--- src/rtl/pure_literal_scan_pkg.sv ---
// Shared formula/clause/literal types for the DPLL datapath, plus the
// pure-literal scanner state type and small literal helpers.
package pure_literal_scan_pkg;

  localparam int number_literal    = 8;  // variables x1..x8
  localparam int width_clausearray = 4;  // max clauses per formula
  localparam int width_litarray    = 6;  // max literals per clause

  localparam int LIT_NUM_W = 4;
  localparam int VAR_IDX_W = $clog2(number_literal);
  localparam int CLEN_W    = $clog2(width_litarray + 1);
  localparam int FLEN_W    = $clog2(width_clausearray + 1);
  localparam int CNT_W     = $clog2(number_literal + 1);

  // num is 1-based; 0 and values above number_literal are "no variable"
  typedef struct packed {
    logic [LIT_NUM_W-1:0] num;
    logic                 val;
  } lit;

  typedef struct packed {
    logic [CLEN_W-1:0]            len;
    lit [width_litarray-1:0]      lits;
  } clause;

  typedef struct packed {
    logic [FLEN_W-1:0]            len;
    clause [width_clausearray-1:0] clauses;
  } formula;

  localparam lit zero_lit = '0;

  typedef logic [CNT_W-1:0] pure_cnt_t;

  typedef enum logic [2:0] {IDLE, CHK, SCAN, EMIT, FIN} pls_state_t;

  // True when num names a real variable.
  function automatic logic num_in_range(input logic [LIT_NUM_W-1:0] num);
    return (num != '0) && (num <= LIT_NUM_W'(number_literal));
  endfunction

  // Zero-based bit position of a literal's variable (only meaningful in range).
  function automatic logic [VAR_IDX_W-1:0] var_idx(input logic [LIT_NUM_W-1:0] num);
    return VAR_IDX_W'(num - LIT_NUM_W'(1));
  endfunction

endpackage

--- src/rtl/pure_literal_scan_clause_sat_check.sv ---
// Combinational test: is a clause satisfied by the partial assignment?
// Literals past the clause length and out-of-range variables never satisfy.
module clause_sat_check
  import pure_literal_scan_pkg::*;
(
  input  clause                     in_clause,
  input  logic [number_literal-1:0] assign_set,
  input  logic [number_literal-1:0] assign_val,
  output logic                      sat
);

  logic [width_litarray-1:0] lit_sat;

  for (genvar gi = 0; gi < width_litarray; gi++) begin : g_lit
    lit cur;
    assign cur = in_clause.lits[gi];
    assign lit_sat[gi] = (CLEN_W'(gi) < in_clause.len) && num_in_range(cur.num) &&
                         assign_set[var_idx(cur.num)] &&
                         (assign_val[var_idx(cur.num)] == cur.val);
  end

  assign sat = |lit_sat;

endmodule

--- src/rtl/pure_literal_scan.sv ---
// Pure-literal finder: walks the clauses of a latched formula, records which
// polarities of each unassigned variable occur, then streams the pure ones.
module pure_literal_scan
  import pure_literal_scan_pkg::*;
#(
  parameter int LANES    = 1,
  parameter bit SKIP_SAT = 1'b1,
  parameter bit EMIT_ALL = 1'b1
) (
  input  logic                      clock,
  input  logic                      reset,
  input  logic                      start,
  input  logic                      abort,
  input  formula                    in_formula,
  input  logic [number_literal-1:0] assign_set,
  input  logic [number_literal-1:0] assign_val,
  output logic                      busy,
  output logic                      lit_valid,
  input  logic                      lit_ready,
  output lit                        lit_out,
  output logic                      done,
  output logic                      found,
  output pure_cnt_t                 pure_count
);

  localparam int K_W    = $clog2(width_litarray + LANES + 1);
  localparam int CIDX_W = $clog2(width_clausearray);
  localparam int LIDX_W = $clog2(width_litarray);

  typedef logic [number_literal-1:0] var_vec_t;

  pls_state_t        state_reg, state_next;
  formula            formula_reg, formula_next;
  var_vec_t          set_reg, set_next, val_reg, val_next;
  var_vec_t          seen_pos_reg, seen_pos_next, seen_neg_reg, seen_neg_next;
  logic [FLEN_W-1:0] c_reg, c_next;
  logic [K_W-1:0]    k_reg, k_next;
  logic [CNT_W-1:0]  p_reg, p_next;
  logic              valid_reg, valid_next;
  lit                lit_reg, lit_next;
  logic              found_reg, found_next;
  pure_cnt_t         count_reg, count_next;

  // Oversized lengths are clamped to the storage actually present.
  logic [FLEN_W-1:0] start_len;
  assign start_len = (in_formula.len > FLEN_W'(width_clausearray)) ?
                     FLEN_W'(width_clausearray) : in_formula.len;

  clause             cur_clause;
  logic [CLEN_W-1:0] clen;
  logic              clause_sat;
  assign cur_clause = formula_reg.clauses[CIDX_W'(c_reg)];
  assign clen = (cur_clause.len > CLEN_W'(width_litarray)) ?
                CLEN_W'(width_litarray) : cur_clause.len;

  clause_sat_check u_sat (
    .in_clause  (cur_clause),
    .assign_set (set_reg),
    .assign_val (val_reg),
    .sat        (clause_sat)
  );

  // Each lane turns its literal into a one-hot polarity mark.
  var_vec_t lane_pos [LANES];
  var_vec_t lane_neg [LANES];
  for (genvar gi = 0; gi < LANES; gi++) begin : g_lane
    logic [K_W-1:0] idx;
    lit             lane_lit;
    logic           hit;
    assign idx      = k_reg + K_W'(gi);
    assign lane_lit = (idx < K_W'(width_litarray)) ? cur_clause.lits[LIDX_W'(idx)] : zero_lit;
    assign hit      = (idx < K_W'(clen)) && num_in_range(lane_lit.num) &&
                      !set_reg[var_idx(lane_lit.num)];
    assign lane_pos[gi] = (hit && lane_lit.val)  ? (var_vec_t'(1) << var_idx(lane_lit.num)) : '0;
    assign lane_neg[gi] = (hit && !lane_lit.val) ? (var_vec_t'(1) << var_idx(lane_lit.num)) : '0;
  end

  var_vec_t scan_pos, scan_neg;
  // OR all lanes together so duplicate variables in one beat simply merge.
  always_comb begin
    scan_pos = '0;
    scan_neg = '0;
    for (int i = 0; i < LANES; i++) begin
      scan_pos = scan_pos | lane_pos[i];
      scan_neg = scan_neg | lane_neg[i];
    end
  end

  logic [VAR_IDX_W-1:0] pidx;
  logic skip_clause, scan_last, clause_last, var_last, pure_here;
  assign pidx        = VAR_IDX_W'(p_reg);
  assign skip_clause = (clen == '0) || (SKIP_SAT && clause_sat);
  assign scan_last   = (k_reg + K_W'(LANES)) >= K_W'(clen);
  assign clause_last = (c_reg + FLEN_W'(1)) == formula_reg.len;
  assign var_last    = (p_reg == CNT_W'(number_literal - 1));
  assign pure_here   = (seen_pos_reg[pidx] ^ seen_neg_reg[pidx]) & ~set_reg[pidx];

  // Next-state and datapath updates for the scan sequence.
  always_comb begin
    state_next    = state_reg;
    formula_next  = formula_reg;
    set_next      = set_reg;
    val_next      = val_reg;
    seen_pos_next = seen_pos_reg;
    seen_neg_next = seen_neg_reg;
    c_next        = c_reg;
    k_next        = k_reg;
    p_next        = p_reg;
    valid_next    = valid_reg;
    lit_next      = lit_reg;
    found_next    = found_reg;
    count_next    = count_reg;

    if (abort && state_reg != IDLE) begin
      state_next = IDLE;
      valid_next = 1'b0;
      lit_next   = zero_lit;
      found_next = 1'b0;
      count_next = '0;
    end else begin
      case (state_reg)
        IDLE: begin
          if (start && !abort) begin
            formula_next     = in_formula;
            formula_next.len = start_len;
            set_next         = assign_set;
            val_next         = assign_val;
            seen_pos_next    = '0;
            seen_neg_next    = '0;
            found_next       = 1'b0;
            count_next       = '0;
            c_next           = '0;
            k_next           = '0;
            p_next           = '0;
            state_next       = (start_len == '0) ? EMIT : CHK;
          end
        end
        CHK: begin
          if (skip_clause) begin
            c_next     = c_reg + FLEN_W'(1);
            state_next = clause_last ? EMIT : CHK;
          end else begin
            k_next     = '0;
            state_next = SCAN;
          end
        end
        SCAN: begin
          seen_pos_next = seen_pos_reg | scan_pos;
          seen_neg_next = seen_neg_reg | scan_neg;
          if (scan_last) begin
            c_next     = c_reg + FLEN_W'(1);
            state_next = clause_last ? EMIT : CHK;
          end else begin
            k_next = k_reg + K_W'(LANES);
          end
        end
        EMIT: begin
          if (valid_reg) begin
            if (lit_ready) begin
              valid_next = 1'b0;
              count_next = count_reg + CNT_W'(1);
              found_next = 1'b1;
              if (!EMIT_ALL || var_last) state_next = FIN;
              else p_next = p_reg + CNT_W'(1);
            end
          end else if (pure_here) begin
            valid_next   = 1'b1;
            lit_next.num = LIT_NUM_W'(p_reg) + LIT_NUM_W'(1);
            lit_next.val = seen_pos_reg[pidx];
          end else if (var_last) begin
            state_next = FIN;
          end else begin
            p_next = p_reg + CNT_W'(1);
          end
        end
        FIN: state_next = IDLE;
        default: state_next = IDLE;
      endcase
    end
  end

  // State and datapath registers, cleared asynchronously by reset.
  always_ff @(posedge clock or posedge reset) begin
    if (reset) begin
      state_reg    <= IDLE;
      formula_reg  <= '0;
      set_reg      <= '0;
      val_reg      <= '0;
      seen_pos_reg <= '0;
      seen_neg_reg <= '0;
      c_reg        <= '0;
      k_reg        <= '0;
      p_reg        <= '0;
      valid_reg    <= 1'b0;
      lit_reg      <= zero_lit;
      found_reg    <= 1'b0;
      count_reg    <= '0;
    end else begin
      state_reg    <= state_next;
      formula_reg  <= formula_next;
      set_reg      <= set_next;
      val_reg      <= val_next;
      seen_pos_reg <= seen_pos_next;
      seen_neg_reg <= seen_neg_next;
      c_reg        <= c_next;
      k_reg        <= k_next;
      p_reg        <= p_next;
      valid_reg    <= valid_next;
      lit_reg      <= lit_next;
      found_reg    <= found_next;
      count_reg    <= count_next;
    end
  end

  assign busy       = (state_reg != IDLE);
  assign done       = (state_reg == FIN);
  assign lit_valid  = valid_reg;
  assign lit_out    = lit_reg;
  assign found      = found_reg;
  assign pure_count = count_reg;

endmodule

--- config.mk ---
export PLATFORM = sky130hd
export DESIGN_NAME = pure_literal_scan
export DESIGN_NICKNAME = d
export VERILOG_FILES = /design/src/rtl/pure_literal_scan_pkg.sv /design/src/rtl/pure_literal_scan_clause_sat_check.sv /design/src/rtl/pure_literal_scan.sv
export SDC_FILE = /design/constraint.sdc
export NUM_CORES = 1
export LEC_CHECK = 0
export CORE_MARGIN = 10
export CORE_UTILIZATION = 45
export CTS_BUF_LIST = sky130_fd_sc_hd__clkbuf_8 sky130_fd_sc_hd__clkbuf_16
export DETAILED_ROUTE_END_ITERATION = 6
export PLACE_DENSITY_LB_ADDON = 0.1
export SLEW_MARGIN = 20
export SYNTH_ARGS = -nofsm -noshare
export SYNTH_HDL_FRONTEND = slang
export SYNTH_SLANG_ARGS = --single-unit
--- constraint.sdc ---
create_clock -name clock -period 7.8 [get_ports clock]
set_input_delay 1.56 -clock clock [delete_from_list [all_inputs] [get_ports clock]]
set_output_delay 1.56 -clock clock [all_outputs]
set_load 0.1 [all_outputs]
==> results of run 1 <==
cells in the final DEF (no fill, tap or decap), types with 3 or more instances in the layout:
master             n
ha_1              27
nor4_1             3
a31oi_1            4
dfrtp_1          189
mux4_1            10
a21o_1             3
nor3_1             5
mux4_2            47
inv_8              7
a21oi_1           20
nand2b_1           6
or3_1              3
o21ai_1            4
nand3_1           12
xnor2_1           24
inv_1             29
or4_1              4
o21ai_0           34
clkdlybuf4s50_1  168
nor2b_1            7
mux2_2           155
nor2_1            23
mux2i_1           31
xor2_1             9
clkbuf_16         17
clkinv_4           3
nand2_1           62
nor3b_1            3
a211oi_1           4
metrics by stage:
stage	total power, mW	instance area (um^2)	instances	setup slack [ns]
2_1_floorplan	4.46	10500	804	1.04
3_3_place_gp	5.19	12300	1246	3.07
3_5_place_dp	5.24	12300	1246	2.98
4_1_cts	6.15	12900	1278	2.94
5_1_grt	6.54	12900	1278	2.58
6_report	6.11	12900	1278	3.00
routing by layer:
metal / vias up / part of all wire (%) / GRT usage (%)
met1: 3512 / 41 / 21.9
met5: - / 0 / 0
li1: 3256 / - / -
met3: 33 / 5.7 / 4.20
met4: 0 / 1.6 / 5.02
met2: 199 / 51 / 30.4
final cells by class:
type | count | area share, %
Clock inverter | 14 | 1.28
Timing Repair Buffer | 172 | 13.3
Multi-Input combinational cell | 540 | 41.1
Clock buffer | 18 | 3.39
Sequential cell | 191 | 36.9
Tap cell | 313 | 3.03
Inverter | 30 | 0.928
cells by family (layout without fill, tap and decap cells):
| group | count (synthesis) | after routing |
|---|---|---|
| and+or+nand+nor | 141 | 141 |
| AOI/OAI and AO/OA | 93 | 93 |
| DFF | 191 | 191 |
| muxes | 245 | 245 |
| adders and majority gates | 27 | 27 |
| buffers and inverters | 73 | 234 |
| xor gates and xnor gates | 34 | 34 |
power by group:
part           internal (mW)  total, mW  switching, mW  leakage (nW)
Sequential              1.44       1.86          0.419          2.34
Clock                  0.468      0.890          0.422         0.296
Combinational           1.78       3.36           1.59          2.76
worst max-delay path, delay by kind of cell (launching register included):
family,cells,cell delay (ns)
DFF,1,0.88
and+or+nand+nor,3,0.80
adders and majority gates,1,0.31
xor gates and xnor gates,1,0.15
muxes,2,1.41
buffers and inverters,1,0.44
AOI/OAI and AO/OA,2,0.69
path summary, 6_finish.rpt:
| path | start | to | slack (ns) | depth (start not counted) |
|---|---|---|---|---|
| hold / removal | seen_pos_reg[3] | seen_pos_reg[3] | 0.48 | 2 |
| min in group asynchronous | reset | formula_reg[132] | 1.65 | 2 |
| setup reg to reg | c_reg[0] | seen_neg_reg[3] | 3.00 | 10 |
| hold reg to reg | seen_pos_reg[3] | seen_pos_reg[3] | 0.48 | 2 |
| max in group asynchronous | reset | formula_reg[34] | 4.94 | 3 |
| setup / recovery | c_reg[0] | seen_neg_reg[3] | 3.00 | 10 |
cells in the mapped netlist, types with 2 or more instances:
cell type	number	area (um^2)
nor2_1	23	86.3
or2_2	2	12.5
dfrtp_1	191	4780
a21oi_1	20	100
nand2b_1	6	37.5
a21o_1	3	22.5
nor3_1	5	25.0
buf_2	6	30.0
a211oi_1	4	30.0
mux2_4	2	30.0
buf_6	3	33.8
inv_1	30	113
a31oi_1	4	25.0
or4_1	4	30.0
o21ai_1	4	20.0
a32o_1	2	20.0
nor2b_1	7	43.8
a22oi_1	2	15.0
mux4_2	47	1060
xnor2_1	24	210
o21ai_0	34	170
clkbuf_1	26	97.6
nand4_1	2	12.5
nand3_1	12	60.1
nor3b_1	3	22.5
mux2i_1	31	310
o31ai_1	2	15.0
xor2_1	9	78.8
nand3b_1	2	15.0
mux4_1	10	263
nor4_1	3	18.8
or3_1	3	18.8
o32ai_1	2	17.5
mux2_2	155	1750
clkbuf_8	5	68.8
o211ai_1	2	15.0
ha_1	27	338
nand2_1	63	236
==> flow_metrics.py, run 1 <==
metrics = {
    "outcome": {
        "outcome": "finished, final reports clean",
    },
    "floorplanning": {
        "die_w_um": 172,
        "rows": 55,
        "die-area_um2": 29700,
        "die_y_um": 172,
        "ios": 169,
        "coreArea_um2": 22800,
        "start_util_pct": 45.9,
    },
    "synthesis": {
        "synth.area.mux_share_pct": 32.6,
        "async_reset_ff_share_pct": 100,
        "synth_cell_types": 62,
        "postSynthAreaPerCell_um2": 13.0,
        "ys_ff_latch": 191,
        "synthXorXnorAreaFrac_pct": 2.92,
        "postSynthCellCount": 804,
        "synth-simple-area-share_pct": 6.40,
        "syn_nets": 987,
        "synth_compound_area_share_pct": 5.67,
        "synth_edf_count": 0,
        "synth_top_family_by_area": "multiplexers",
        "synthAdderAreaFrac_pct": 3.23,
        "ys.flop_type": "dfrtp_1",
        "synthesis.area_um2": 10500,
        "synth-seq-area-share_pct": 45.7,
        "yosys_warnings": 0,
    },
    "grt": {
        "grt_pass1_wl_um": 40600,
        "antenna_found_initial": 0,
        "grt_pass1_vias": 7274,
        "track_usage_pct": 17.8,
        "grt_remaining_overflow": 0,
        "grt_start_max_net_pins": 114,
    },
    "sta": {
        "max_freq_mhz": 208,
        "rsz0062_at_grt": "no",
        "finalHoldViolations": 0,
        "worst_hold_slack_ns": 0.476,
        "setup_viol": 0,
        "relSlewSlack_pct": 32.3,
        "maxSlewViolCount": 0,
        "clock_skew_ns": 0.0120,
        "tns_ns": 0,
        "worst_pin_slew_ns": 1.02,
        "post-route-period-util_pct": 61.6,
        "post-route-min-period_ns": 4.80,
    },
    "layout": {
        "areaGrowthSynthToFinish_pct": 23.8,
        "nFillCells": 1915,
        "finalNetCount": 1135,
        "drive_gt1_share_pct": 26.5,
        "diodes": 0,
        "largest_register_ffs": 135,
        "multiInputGateArea_um2": 5320,
        "register_area_um2": 4780,
        "fin_util_pct": 56.8,
    },
    "setup_path": {
        "critPathArrivalTime_ns": 5.14,
        "cpMaxStageDelayCell": "dfrtp_2",
        "slowest_delay_ns": 0.88,
        "critPathCaptureType": "flop",
        "crit_chain": "buf_4 -> mux4_1 -> mux4_2 -> a21oi_1 -> ha_1 -> nand2_1 -> xor2_1 -> nand3b_1 -> or4_1 -> o21ai_0",
        "worstPathRequired_ns": 8.14,
        "critPathKind": "flop to flop",
        "worstSetupStartpointType": "flop",
        "cp_max_fo": 25,
    },
    "clocking": {
        "ctsHoldBuffers": 0,
        "root_buffer": "clkbuf_16",
        "cts_tree": "yes",
        "post_cts_buffers": 0,
        "clkSlewWorstSetupHoldPaths_ns": 0.07,
        "postCtsResizedCells": 0,
        "cts-buffers-inserted": 17,
        "htreeDepth": 4,
        "clockBufferDepth": 2,
        "insertion_delay_ns": 0.44,
        "clock_sinks": 191,
    },
    "pwr": {
        "p_leak_nw": 5.39,
        "p_per_area_nw_per_um2": 472,
        "ir_worst_vdd_uv": 204,
    },
    "placement": {
        "io_buffers": 168,
        "dp_hpwl_um": 19300,
        "routabilityCongestion": 0.878,
    },
    "route": {
        "routedWlPerCell_um": 20.4,
        "drc": 0,
        "drt_iter0_drc": 413,
        "dr.pass1.iters": 5,
        "vias": 7000,
        "routed_wl_um": 26100,
        "routed_via_density": 5.48,
        "postRouteAntennaNets": 0,
    },
    "run": {
        "max_cap_violations": 0,
    },
    "worst_hold_path": {
        "hold_path_class": "flop to flop",
    },
}
(Power assumes the default switching activity.)
==> inputs of run 2 (changes only) <==
- clock period: 7.8 -> 4.6 ns (I/O delays scaled with it)
==> flow_metrics.py, run 2 (synthesized netlist as in run 1, its figures left out) <==
metrics = {
    "grt": {
        "track_usage_pct": 17.9,
        "grt_pass1_vias": 7348,
        "grt_pass1_wl_um": 41200,
        "grt_remaining_overflow": 0,
        "antenna_found_initial": 0,
        "grt_start_max_net_pins": 109,
    },
    "sta": {
        "tns_ns": 0,
        "clock_skew_ns": 0.0113,
        "post-route-period-util_pct": 90.7,
        "max_freq_mhz": 240,
        "rsz0062_at_grt": "no",
        "relSlewSlack_pct": 34.5,
        "post-route-min-period_ns": 4.17,
        "maxSlewViolCount": 0,
        "finalHoldViolations": 0,
        "setup_viol": 0,
        "worst_hold_slack_ns": 0.477,
        "worst_slack_ns": 0.430,
        "worst_pin_slew_ns": 0.979,
    },
    "layout": {
        "largest_register_ffs": 135,
        "mostFrequentLayoutCells": "dfrtp_1 (189), clkdlybuf4s50_1 (168), mux2_2 (155)",
        "final_area_um2": 13000,
        "final_common_cell": "dfrtp_1",
        "areaGrowthSynthToFinish_pct": 24.2,
        "finalNetCount": 1142,
        "register_area_um2": 4780,
        "diodes": 0,
        "nFillCells": 1910,
        "multiInputGateArea_um2": 5320,
        "drive_gt1_share_pct": 27.1,
    },
    "outcome": {
        "outcome": "finished, final reports clean",
    },
    "placement": {
        "routabilityCongestion": 0.900,
        "dp_hpwl_um": 19200,
        "dpl-instance-area_um2": 12400,
        "dp_slack_ns": 0.402,
        "io_buffers": 168,
    },
    "floorplanning": {
        "ios": 169,
        "rows": 55,
        "start_util_pct": 45.9,
        "die_y_um": 172,
        "die-area_um2": 29700,
        "coreArea_um2": 22800,
        "die_w_um": 172,
    },
    "clocking": {
        "insertion_delay_ns": 0.45,
        "postCtsResizedCells": 0,
        "ctsHoldBuffers": 0,
        "cts-buffers-inserted": 17,
        "htreeDepth": 4,
        "cts_tree": "yes",
        "root_buffer": "clkbuf_16",
        "post_cts_buffers": 0,
        "clock_sinks": 191,
        "clockBufferDepth": 2,
        "clkSlewWorstSetupHoldPaths_ns": 0.07,
    },
    "pwr": {
        "ir_worst_vdd_uv": 330,
        "p_leak_nw": 5.42,
        "p_per_area_nw_per_um2": 798,
        "power_mw": 10.4,
    },
    "setup_path": {
        "reg2reg_slack_ns": 0.43,
        "cpMostUsedCell": "mux4_2",
        "cp_max_fo": 17,
        "critPathCaptureType": "flop",
        "crit_chain": "buf_4 -> mux4_2 -> inv_1 -> ha_1 -> xor2_1 -> mux4_2 -> xnor2_1 -> a211oi_1 -> a311o_2 -> o31ai_2 -> a21oi_1 -> mux2_4",
        "critPathArrivalTime_ns": 4.50,
        "crit_buf_inv": 2,
        "worstSetupStartpointType": "flop",
        "crit_family": "multiplexers",
        "worstPathRequired_ns": 4.93,
        "slowest_delay_ns": 0.68,
        "cpMaxStageDelayCell": "dfrtp_2",
        "critPathKind": "flop to flop",
    },
    "route": {
        "detail_route.wirelength.met1_um": 11400,
        "wl_met3_um": 1490,
        "routedWlPerCell_um": 20.3,
        "dr_wl_met2_um": 12800,
        "highest_layer": "met4",
        "postRouteAntennaNets": 0,
        "drc": 0,
        "dr.pass1.iters": 4,
        "routed_wl_um": 26100,
        "vias": 7051,
        "routed_via_density": 5.49,
        "drt_iter0_drc": 425,
    },
    "run": {
        "max_cap_violations": 0,
    },
    "worst_hold_path": {
        "hold_path_class": "flop to flop",
    },
}
-- run 2: changes by cell type in the layout (fill, tap and decap cells not counted) --
cell,delta
clkinv_2,+2
buf_6,-1
inv_8,-2
buf_4,+5
clkbuf_8,-1
bufinv_16,-1
buf_12,+3
inv_6,+2
-- run 2: layout make-up --
type / count / share of cell area (%)
inverter: 30 / 0.896
sequential: 191 / 36.8
clock buffer: 17 / 3.27
timing repair buffer: 179 / 14.0
clock inverter: 15 / 1.11
tap: 313 / 3.01
multi-input combinational: 540 / 40.9
-- run 2: worst paths after layout --
path	to	depth (start not counted)	start
min in group asynchronous	formula_reg[109]	2	reset
max in group asynchronous	c_reg[1]	3	reset
hold / removal	lit_out[3]	2	lit_out[3]
setup / recovery	c_reg[1]	12	c_reg[0]
hold reg to reg	lit_out[3]	2	lit_out[3]
setup reg to reg	c_reg[1]	12	c_reg[0]
-- run 2: power by group --
group          switching, mW  internal (mW)  total (mW)  leakage, nW
Sequential             0.719           2.44        3.16         2.34
Combinational           2.71           3.05        5.76         2.80
Clock                  0.732          0.723        1.46        0.285
Total                   4.16           6.21        10.4         5.42
-- run 2: layer usage --
layer  GRT usage (%)  vias to the layer above
li1                -                     3275
met4            4.95                        0
met2            29.5                      205
met1            23.6                     3542
met3            3.56                       29
met5               0                        -
-- run 2: per-stage QoR --
stage          utilization [%]  cells
2_1_floorplan                -    804
3_3_place_gp              54.5   1253
3_5_place_dp              54.5   1253
4_1_cts                   57.0   1285
5_1_grt                   57.0   1285
6_report                  57.0   1285
-- run 2: worst reg2reg max path: cells and delay by family, from the launching register on --
| kind | cells | cell delay (ns) |
|---|---|---|
| xor+xnor | 2 | 0.39 |
| compound gates | 4 | 0.84 |
| mux | 3 | 1.43 |
| buf+inv | 2 | 0.52 |
| flops | 1 | 0.68 |
| fa+ha+maj | 1 | 0.21 |
